### config.mk
export PLATFORM = sky130hd
export DESIGN_NAME = rsa_prime_picker_flat
export DESIGN_NICKNAME = d
export VERILOG_FILES = /design/src/rtl/rsa_prime_picker_if.sv /design/src/rtl/rsa_prime_picker.sv /design/src/flat_wrapper.sv
export SDC_FILE = /design/constraint.sdc
export NUM_CORES = 1
export LEC_CHECK = 0
export CORE_ASPECT_RATIO = 0.6
export CORE_MARGIN = 4
export CORE_UTILIZATION = 35
export DETAILED_ROUTE_END_ITERATION = 8
export SLEW_MARGIN = 25
export SYNTH_ARGS = -nofsm -noshare
export SYNTH_HDL_FRONTEND = slang
export SYNTH_SLANG_ARGS = --single-unit
### constraint.sdc
create_clock -name clk -period 3.8 [get_ports clk]
set_input_delay 0.57 -clock clk [delete_from_list [all_inputs] [get_ports clk]]
set_output_delay 0.57 -clock clk [all_outputs]
set_load 0.01 [all_outputs]
### src/rtl/rsa_prime_picker_if.sv
// Picker <-> requester / prime ROM bundle.
// The requester side also models the registered ROM.
interface rsa_prime_picker_if;
    logic        start;
    logic [12:0] rom_addr;
    logic [15:0] rom_data;
    logic [15:0] p;
    logic [15:0] q;
    logic        busy;
    logic        done;

    modport master (
        output start,
        output rom_data,
        input  rom_addr,
        input  p,
        input  q,
        input  busy,
        input  done
    );

    modport slave (
        input  start,
        input  rom_data,
        output rom_addr,
        output p,
        output q,
        output busy,
        output done
    );
endinterface

### src/rtl/rsa_prime_picker.sv
// Picks two distinct primes from the prime-table ROM using LFSR indices.
// Out-of-range indices and duplicate primes are redrawn.
module rsa_prime_picker #(
    parameter int unsigned MAX_ADDR = 6800,
    parameter logic [12:0] SEED     = 13'h1ACE
) (
    input logic          clk,
    input logic          rst,
    rsa_prime_picker_if.slave bus
);

    typedef enum logic [2:0] {
        IDLE,
        DRAW_P,
        WAIT_P,
        CAPT_P,
        DRAW_Q,
        WAIT_Q,
        CAPT_Q,
        DONE
    } state_t;

    // An all-zero seed would lock the LFSR up.
    localparam logic [12:0] SEED_INIT = (SEED == 13'd0) ? 13'd1 : SEED;
    localparam logic [12:0] MAX_A     = 13'(MAX_ADDR);

    state_t      state;
    state_t      state_nx;
    logic [12:0] lfsr;
    logic [12:0] addr_r;
    logic [12:0] addr_nx;
    logic [15:0] p_r;
    logic [15:0] p_nx;
    logic [15:0] q_r;
    logic [15:0] q_nx;
    logic        in_range;
    logic        fb;

    assign in_range = (lfsr <= MAX_A);
    assign fb       = lfsr[12] ^ lfsr[11] ^ lfsr[10] ^ lfsr[7];

    always_ff @(posedge clk) begin
        if (rst) begin
            state  <= IDLE;
            lfsr   <= SEED_INIT;
            addr_r <= 13'd0;
            p_r    <= 16'd0;
            q_r    <= 16'd0;
        end else begin
            state  <= state_nx;
            lfsr   <= {lfsr[11:0], fb};
            addr_r <= addr_nx;
            p_r    <= p_nx;
            q_r    <= q_nx;
        end
    end

    always_comb begin
        state_nx = state;
        addr_nx  = addr_r;
        p_nx     = p_r;
        q_nx     = q_r;
        unique case (state)
            IDLE: begin
                if (bus.start) begin
                    state_nx = DRAW_P;
                    p_nx     = 16'd0;
                    q_nx     = 16'd0;
                end
            end
            DRAW_P: begin
                if (in_range) begin
                    addr_nx  = lfsr;
                    state_nx = WAIT_P;
                end
            end
            WAIT_P: state_nx = CAPT_P;
            CAPT_P: begin
                p_nx     = bus.rom_data;
                state_nx = DRAW_Q;
            end
            DRAW_Q: begin
                if (in_range) begin
                    addr_nx  = lfsr;
                    state_nx = WAIT_Q;
                end
            end
            WAIT_Q: state_nx = CAPT_Q;
            CAPT_Q: begin
                // q must differ from p, so a repeat costs a full redraw.
                if (bus.rom_data == p_r) begin
                    state_nx = DRAW_Q;
                end else begin
                    q_nx     = bus.rom_data;
                    state_nx = DONE;
                end
            end
            DONE:    state_nx = IDLE;
            default: state_nx = IDLE;
        endcase
    end

    assign bus.rom_addr = addr_r;
    assign bus.p        = p_r;
    assign bus.q        = q_r;
    assign bus.busy     = (state != IDLE);
    assign bus.done     = (state == DONE);

endmodule

### src/flat_wrapper.sv
// flat-port wrapper written by rule: the top's interface ports become plain ports
module rsa_prime_picker_flat 
#(
    parameter int unsigned MAX_ADDR = 6800,
    parameter logic [12:0] SEED     = 13'h1ACE
)
  (clk, rst, bus_start, bus_rom_data, bus_rom_addr, bus_p, bus_q, bus_busy, bus_done);
  rsa_prime_picker_if bus_i ();
  input logic clk;
  input logic rst;
  input wire logic [$bits(bus_i.start)-1:0] bus_start;
  input wire logic [$bits(bus_i.rom_data)-1:0] bus_rom_data;
  output wire logic [$bits(bus_i.rom_addr)-1:0] bus_rom_addr;
  output wire logic [$bits(bus_i.p)-1:0] bus_p;
  output wire logic [$bits(bus_i.q)-1:0] bus_q;
  output wire logic [$bits(bus_i.busy)-1:0] bus_busy;
  output wire logic [$bits(bus_i.done)-1:0] bus_done;
  assign bus_i.start = bus_start;
  assign bus_i.rom_data = bus_rom_data;
  assign bus_rom_addr = bus_i.rom_addr;
  assign bus_p = bus_i.p;
  assign bus_q = bus_i.q;
  assign bus_busy = bus_i.busy;
  assign bus_done = bus_i.done;
  rsa_prime_picker #(.MAX_ADDR(MAX_ADDR), .SEED(SEED)) u_core (.clk(clk), .rst(rst), .bus(bus_i));
endmodule
**Word level (Yosys, flattened, before mapping)**

Cells that the tools add are included.

- Flip-flop bits (word level): 61
- Input port bits: 19
- Output and inout bits: 47
- Word-level logic and storage cells: 39

- Order comparisons: 1
- Equal/unequal tests: 12
- Multiplexer cells: 9
- Bitwise logic cells: 3
- Reduce and logical (&&, ||, !) cells: 9

Operator list:

| kind | count |
|---|---|
| $pmux W16 S2 | 2 |
| $mux W16 | 2 |
| $pmux W3 S8 | 1 |
| $eq A16 B16 Y1 | 1 |
| $le A13 B13 Y1 const B | 1 |
| $eq A3 B3 Y1 const B | 4 |
| $mux W3 | 3 |
| $eq A3 B2 Y1 const B | 2 |
| $reduce_and A3 Y1 | 2 |
| $ne A2 B1 Y1 const B | 2 |
| $ne A2 B2 Y1 const B | 2 |
| $reduce_and A2 Y1 | 2 |
| $reduce_bool A2 Y1 | 2 |
| $eq A3 B1 Y1 const B | 1 |
| $logic_not A3 Y1 | 1 |
| $reduce_bool A3 Y1 | 1 |
| $xor A1 B1 Y1 | 3 |
| $mux W2 | 1 |
| $reduce_or A2 Y1 | 1 |

**Depth between registers and ports, before layout**

Gate-level depths: netlist of the first run.

- Word-level depth: 3
- Gate-level depth with buffers: 7
- Mapped depth without buffers: 5

**Worst setup path after synthesis of the first run**

OpenSTA, ideal clock, no wires.

- Path kind: input -> register
- Start point: input port bus_rom_data[0]
- End point: register u_core.q_r[0] (netlist: u_core.bus.q[0])
- Setup time: 69 ps
- Arrival time: 1846 ps
- Data required time: 3731 ps
- Setup slack: 1885 ps
- Stages: 7
- Path buffers: 2
- Cells stage by stage: xor2_1 > nor4_1 > nand4_2 > and3_4 > buf_6 > buf_6 > o21ai_1

- Word-level cells in the longest chain between the ends: 3
- Elaborated cells on any way between the ends: 5
- Classes of those cells: 2 x eq/ne; 2 x mux; 1 x reduce/logical

Ends and longest elaborated chain:

| what | line | RTL |
|---|---|---|
| from (decl) | flat_wrapper.sv:12 | `input wire logic [$bits(bus_i.rom_data)-1:0] bus_rom_data;` |
| $eq A16 B16 Y1 | rsa_prime_picker.sv:91 | `if (bus.rom_data == p_r) begin` |
| $ne A2 B2 Y1 (no line) | n/a |  |
| $reduce_and A3 Y1 (no line) | n/a |  |
| to (signal assigned) | rsa_prime_picker.sv:54 | `q_r <= q_nx;` |
| to (decl) | rsa_prime_picker.sv:34 | `logic [15:0] q_r;` |

Several ways; a longest one is shown, not always the timed one. The select of a mux whose other input is x is not followed.
A chain may end at the register's enable or synchronous reset.

**Worst setup path after layout of the first run**

- Start point: input port bus_rom_data[12]
- End point: register u_core.q_r[9] (netlist: u_core.bus.q[9])

- Word-level cells in the longest chain between the ends: 3

Ends and longest elaborated chain:

| what | line |
|---|---|
| $eq A16 B16 Y1 | rsa_prime_picker.sv:91 |
| $ne A2 B2 Y1 (no line) | n/a |
| $reduce_and A3 Y1 (no line) | n/a |

No other way between the ends.

==> metrics.csv, run 1 <==
metric,value,unit
Final #Nets,389,
worst hold path class,reg2reg,
"Clk Latency, worst-skew pair",0.33,ns
share of post-route cells with drive strength above 1,0.0936,
Met2 Routed Length,3040,µm
Initial Util,0.368,
ranking of synthesized cells by area,"dfxtp_1, nor2_1, xor2_1, a41oi_1, a22oi_1",
Setup TNS Final,0,ns
"Hold-fix buffers, CTS",0,
GP Congestion,0.791,
WP buf/inv,1,
via count,2495,
I/O pin count,66,
crit path time final,2.72,ns
total power,1750,µW
Routed met3 length,553,µm
"CTS clk-pin slew, worst paths",0.05,ns
Synth top area share,0.447,
PD cells,473,nW/µm²
Core Footprint,7420,µm²
CTS Buffer Depth,2,
syn nets,333,
DRC viols,0,
outcome,finished clean,
Pleak,0.00136,µW
TritonRoute pass-1 iters,4,
"area leader, netlist",dfxtp_1,
uppermost layer routed,met4,
vias in the first global route,2409,
ys flop type,dfxtp_1,
Die X,122,µm
clock root buffer,clkbuf_16,
"Async S/R FF share, synth",0,
critical path arrival,2.97,ns
routed wire length,7610,µm
slowest CP cell,nand4_2,
H-Tree Depth,3,
pre-CTS WS,0.826,ns
largest net degree at the start of global routing,41,
post-synthesis average cell area,8.73,µm²
maxcap violations,0,
WL per Instance,15.9,µm
Final WS setup,1.08,ns
clk sink count,61,
highest clock rate,368,MHz
Worst setup EP type,register,
RSZ-0062 raised after global routing,no,
Post-Synthesis Cells,313,
register bit total from synthesis,61,
Die Ht,76.4,µm
TritonCTS buffer count,9,
"EDFF count, synth",0,
Worst setup SP type,input port,
skew final,0.00766,ns
initial antenna violation count,0,
critical path's largest stage delay,0.56,ns
# rows,24,
Worst Tran Pin Value,0.790,ns
grt total ovfl,0,
final critical-path share of the clock period,0.715,
Final Max Slew Viols,0,
worst-path fanout max,19,
endpoints failing hold,0,
sequential fraction of the synthesis area,0.447,
slew margin rel.,0.470,
Die ar.,9330,µm²
Post-CTS Setup Inserts,0,
met1 WL,4000,µm
CP Data Required Time,4.06,ns
CTS tree,yes,
Yosys cell types,36,
final setup vio count,0,
WS Path Type,in2reg,
DR vias/cell,5.22,
initial DRC count,144,
crit path cell chain,"clkdlybuf4s50_1, xor2_1, nor4_1, nand4_2, and3_4, o21ai_1",
Detail Route Antenna Nets,0,
Synth-to-Final Area Change,35.8,%
post-CTS sizing,0,
area of the mapped netlist,2730,µm²
IO Port Bufs,65,
yosys warns,0,
Worst path top cell family by delay,simple AND/OR/NAND/NOR gates,
post-DP HPWL,5130,µm
gr usage total,0.168,
peak supply drop,0.236,mV
diode count,0,
first-pass GRT wire length,12600,µm
==> stage by stage <==
stage	cells	area (µm²)	utilization	hold slack (ns)
floorplan	313	2730	-	0.441
global placement	462	3430	0.463	0.466
detailed placement	462	3430	0.463	0.468
CTS	478	3710	0.500	0.479
global route	478	3710	0.500	0.491
finish	478	3710	0.500	0.472
==> flip-flops by register name, summed over array words and instances, names as in the netlist <==
register / flops
u_core.bus.rom_addr: 13
u_core.bus.p: 16
u_core.lfsr: 13
u_core.bus.q: 16
u_core.state: 3
==> worst paths after layout <==
check	start	end	slack (ns)	depth (start not counted)
max	bus_rom_data[12]	u_core.bus.q[9]$_SDFFE_PP0P_	1.08	6
min	u_core.bus.rom_addr[10]$_SDFFE_PP0P_	u_core.bus.rom_addr[10]$_SDFFE_PP0P_	0.47	2
max reg2reg	u_core.bus.p[12]$_SDFFE_PP0P_	u_core.bus.q[9]$_SDFFE_PP0P_	1.47	5
min reg2reg	u_core.bus.rom_addr[10]$_SDFFE_PP0P_	u_core.bus.rom_addr[10]$_SDFFE_PP0P_	0.47	2
==> logic make-up (layout without fill, tap and decap cells) <==
logic type                 count (synthesis)  in the layout  share of synthesized area
adders and majority gates                  1              1                    0.00458
AOI/OAI and AO/OA                         76             76                      0.197
and+or+nand+nor                          125            125                      0.233
buffers and inverters                     28             89                     0.0472
DFF                                       61             61                      0.447
muxes                                      2              2                    0.00733
xor gates and xnor gates                  20             20                     0.0641
==> power by group <==
part	switching [µW]	leakage [µW]	total [µW]	internal [µW]
Clock	284	0.000138	756	473
Combinational	165	0.000724	293	127
Sequential	26.8	0.000497	705	678
Total	476	0.00136	1750	1280
==> Yosys cell counts (3+ instances only) <==
master and instances:
a41oi_1 16, xnor2_1 3, nor2b_1 4, nor4_1 5, or2_2 8, o21ai_1 16, a21oi_1 8, nand3b_1 16
a22oi_1 16, buf_6 3, clkbuf_1 20, o21ai_0 6, a21bo_1 6, nand2b_1 7, nand2_1 23, nor2_1 43
nand3_1 12, xor2_1 17, and2_1 3, dfxtp_1 61
==> per-layer routing <==
| metal | GRT usage | vias up |
|---|---|---|
| met5 | 0 | - |
| met3 | 0.0593 | 4 |
| met1 | 0.254 | 1176 |
| li1 | - | 1215 |
| met4 | 0.0458 | 0 |
| met2 | 0.220 | 100 |
==> layout by cell type, fill, tap and decap left out, types with 2 or more instances in the layout <==
cell type	n
xor2_1	17
inv_1	2
mux2i_1	2
buf_4	6
or2_2	8
a22oi_1	16
nand3b_1	16
a41oi_1	16
a21oi_1	8
nor2_1	43
nor2b_1	4
o21ai_1	16
clkinv_2	3
clkbuf_16	9
nor4_1	5
xnor2_1	3
clkbuf_8	2
and2_1	3
dfxtp_1	61
nand2b_1	7
a21bo_1	6
a21bo_2	2
o21ai_0	6
nand3_1	12
nand2_1	23
clkdlybuf4s50_1	64
==> cell type report <==
class,instances,area (µm²)
Fill cell,727,3710
Multi-Input combinational cell,224,1380
Sequential cell,61,1220
Timing Repair Buffer,71,691
Clock buffer,12,256
Tap cell,104,130
Clock inverter,4,22.5
Inverter,2,7.51
==> worst reg2reg max path, cell delays in order, from the launching register on <==
cell and delay [ns]:
dfxtp_1 0.33, xor2_1 0.21, nor4_1 0.52, nand4_2 0.56, and3_4 0.49, o21ai_1 0.16
(Power assumes the default switching activity.)
==> run 2: changes to the inputs <==
==> constraint.sdc (replaced) <==
create_clock -name clk -period 2.7 [get_ports clk]
set_input_delay 0.405 -clock clk [delete_from_list [all_inputs] [get_ports clk]]
set_output_delay 0.405 -clock clk [all_outputs]
set_load 0.01 [all_outputs]
==> run 2 against run 1 <==
Effect of this change:
- global-route usage increased by 0.99 points
- final area increased by 2.5%
- critical path depth decreased by 2
- register-to-register slack got worse by 0.84 ns
- wire length increased by 3.2%
- combinational power increased by 40%
- first-iteration DRC count increased by 68%
- sequential power increased by 43%
- utilization increased by 1.2 points
- final cell count increased by 0.84%
- critical path type is now reg2out
==> metrics.csv, run 2 (synthesized netlist as in run 1, its figures left out) <==
metric,value,unit,change
outcome,finished clean,,
Final #Nets,393,,+1.0%
Final Instance Area,3800,µm²,+2.5%
highest clock rate,430,MHz,
DR vias/cell,5.16,,-1.2%
Worst setup SP type,register,,
RSZ-0062 raised after global routing,no,,
Die X,122,µm,unchanged
"CTS clk-pin slew, worst paths",0.05,ns,about the same
WL per Instance,16.3,µm,+2.3%
clk sink count,61,,unchanged
endpoints failing hold,0,,unchanged
skew final,0.00707,ns,-0.000584 ns
crit path time final,2.33,ns,
clock root buffer,clkbuf_16,,
"Clk Latency, worst-skew pair",0.33,ns,about the same
# rows,24,,unchanged
via count,2485,,-0.40%
Setup crit end,bus_busy,,
Worst R2R Setup Slack,0.63,ns,-0.84 ns
initial DRC count,242,,+68%
grt total ovfl,0,,unchanged
CP Depth,4,,-2
slowest CP cell,dfxtp_1,,
Worst setup EP type,output pin,,
H-Tree Depth,3,,unchanged
share of post-route cells with drive strength above 1,0.101,,+0.00695
worst hold path class,in2reg,,
I/O pin count,66,,unchanged
most frequent cells in the layout,"clkdlybuf4s50_1, dfxtp_1, nor2_1",,
hold slack final,0.436,ns,-0.0366 ns
Die ar.,9330,µm²,unchanged
slew margin rel.,0.526,,+0.0564
R2R cell count,6,,+1
GP Congestion,0.785,,-0.68%
CP Data Required Time,2.30,ns,-1.76 ns
Critical R2R Capture,u_core.state[0]$_SDFFE_PP0P_,,
Final Max Slew Viols,0,,unchanged
Synth-to-Final Area Change,39.2,%,
CTS Buffer Depth,2,,unchanged
Initial Util,0.368,,unchanged
TritonCTS buffer count,9,,unchanged
"Hold-fix buffers, CTS",0,,unchanged
Worst Tran Pin Value,0.710,ns,-0.0798 ns
critical path's largest stage delay,0.59,ns,+0.03 ns
"commonest non-fill, non-tap cell in the layout",clkdlybuf4s50_1,,
multi-input logic area,1380,µm²,unchanged
post-CTS sizing,0,,unchanged
first-pass GRT wire length,13000,µm,+2.9%
TritonRoute pass-1 iters,4,,unchanged
Detail Route Antenna Nets,0,,unchanged
Pleak,0.00141,µW,+3.4%
peak supply drop,0.338,mV,+43%
Post-CTS Setup Inserts,0,,unchanged
placed cell area,3460,µm²,+0.87%
initial antenna violation count,0,,unchanged
maxcap violations,0,,unchanged
WS Path Type,reg2out,,
worst-path fanout max,12,,-7
WP buf/inv,2,,+1
Core Footprint,7420,µm²,unchanged
CTS tree,yes,,
Fill cells,685,,-5.8%
critical path arrival,1.92,ns,-1.05 ns
final critical-path share of the clock period,0.862,,
DRC viols,0,,unchanged
Die Ht,76.4,µm,unchanged
register area,1220,µm²,unchanged
diode count,0,,unchanged
largest net degree at the start of global routing,64,,+56%
IO Port Bufs,65,,unchanged
routed wire length,7860,µm,+3.2%
Critical R2R Launch,u_core.lfsr[0]$_SDFF_PP0_,,
final setup vio count,0,,unchanged
crit path cell chain,"buf_4, nor2_1, nand2_1, clkdlybuf4s50_1",,
worst setup path start,u_core.state[0]$_SDFFE_PP0P_,,
post-DP HPWL,5330,µm,+3.9%
PD cells,722,nW/µm²,+53%
gr usage total,0.178,,+0.00990
Worst path top cell family by delay,buffers and inverters,,
vias in the first global route,2452,,+1.8%
Finished Core Util,0.513,,+0.0125
Setup TNS Final,0,ns,unchanged
-- run 2: area by class of cell --
type	instances	area share
repair buffers	75	0.189
clock inverters	4	0.0250
multi-input cells	224	0.363
well taps	104	0.0342
clock buffers	12	0.0648
inverters	2	0.00197
flip-flops and latches	61	0.321
-- run 2: worst min path at each step --
stage	depth (start not counted)	from	endpoint	slack [ns]
after global placement	2	u_core.bus.rom_addr[3]$_SDFFE_PP0P_	u_core.bus.rom_addr[3]$_SDFFE_PP0P_	0.46
final	2	rst	u_core.bus.rom_addr[6]$_SDFFE_PP0P_	0.44
after CTS	2	rst	u_core.bus.rom_addr[6]$_SDFFE_PP0P_	0.43
after floorplan	1	u_core.lfsr[0]$_SDFF_PP0_	u_core.lfsr[1]$_SDFF_PP1_	0.44
after detailed placement	2	u_core.bus.rom_addr[4]$_SDFFE_PP0P_	u_core.bus.rom_addr[4]$_SDFFE_PP0P_	0.47
after global routing	2	rst	u_core.bus.rom_addr[6]$_SDFFE_PP0P_	0.46
-- run 2: routing by layer --
layer  vias up  share of wire  track usage
li1       1227              -            -
met1      1157           0.52        0.273
met2        87           0.38        0.213
met3        14          0.089       0.0690
met4         0          0.016       0.0715
met5         -              0            0
-- run 2: per-stage QoR --
step	setup WS [ns]	cells	total power, µW
2_1_floorplan	0.950	313	1240
3_3_place_gp	0.320	466	1430
3_5_place_dp	0.331	466	1430
4_1_cts	0.348	482	2780
5_1_grt	0.252	482	2870
6_report	0.373	482	2740
-- run 2: power breakdown --
part           leakage, µW  switching [µW]  internal [µW]  total, µW
clock             0.000167             403            925       1330
sequential        0.000497            52.0            954       1010
combinational     0.000742             224            186        410
total              0.00141             679           2070       2740
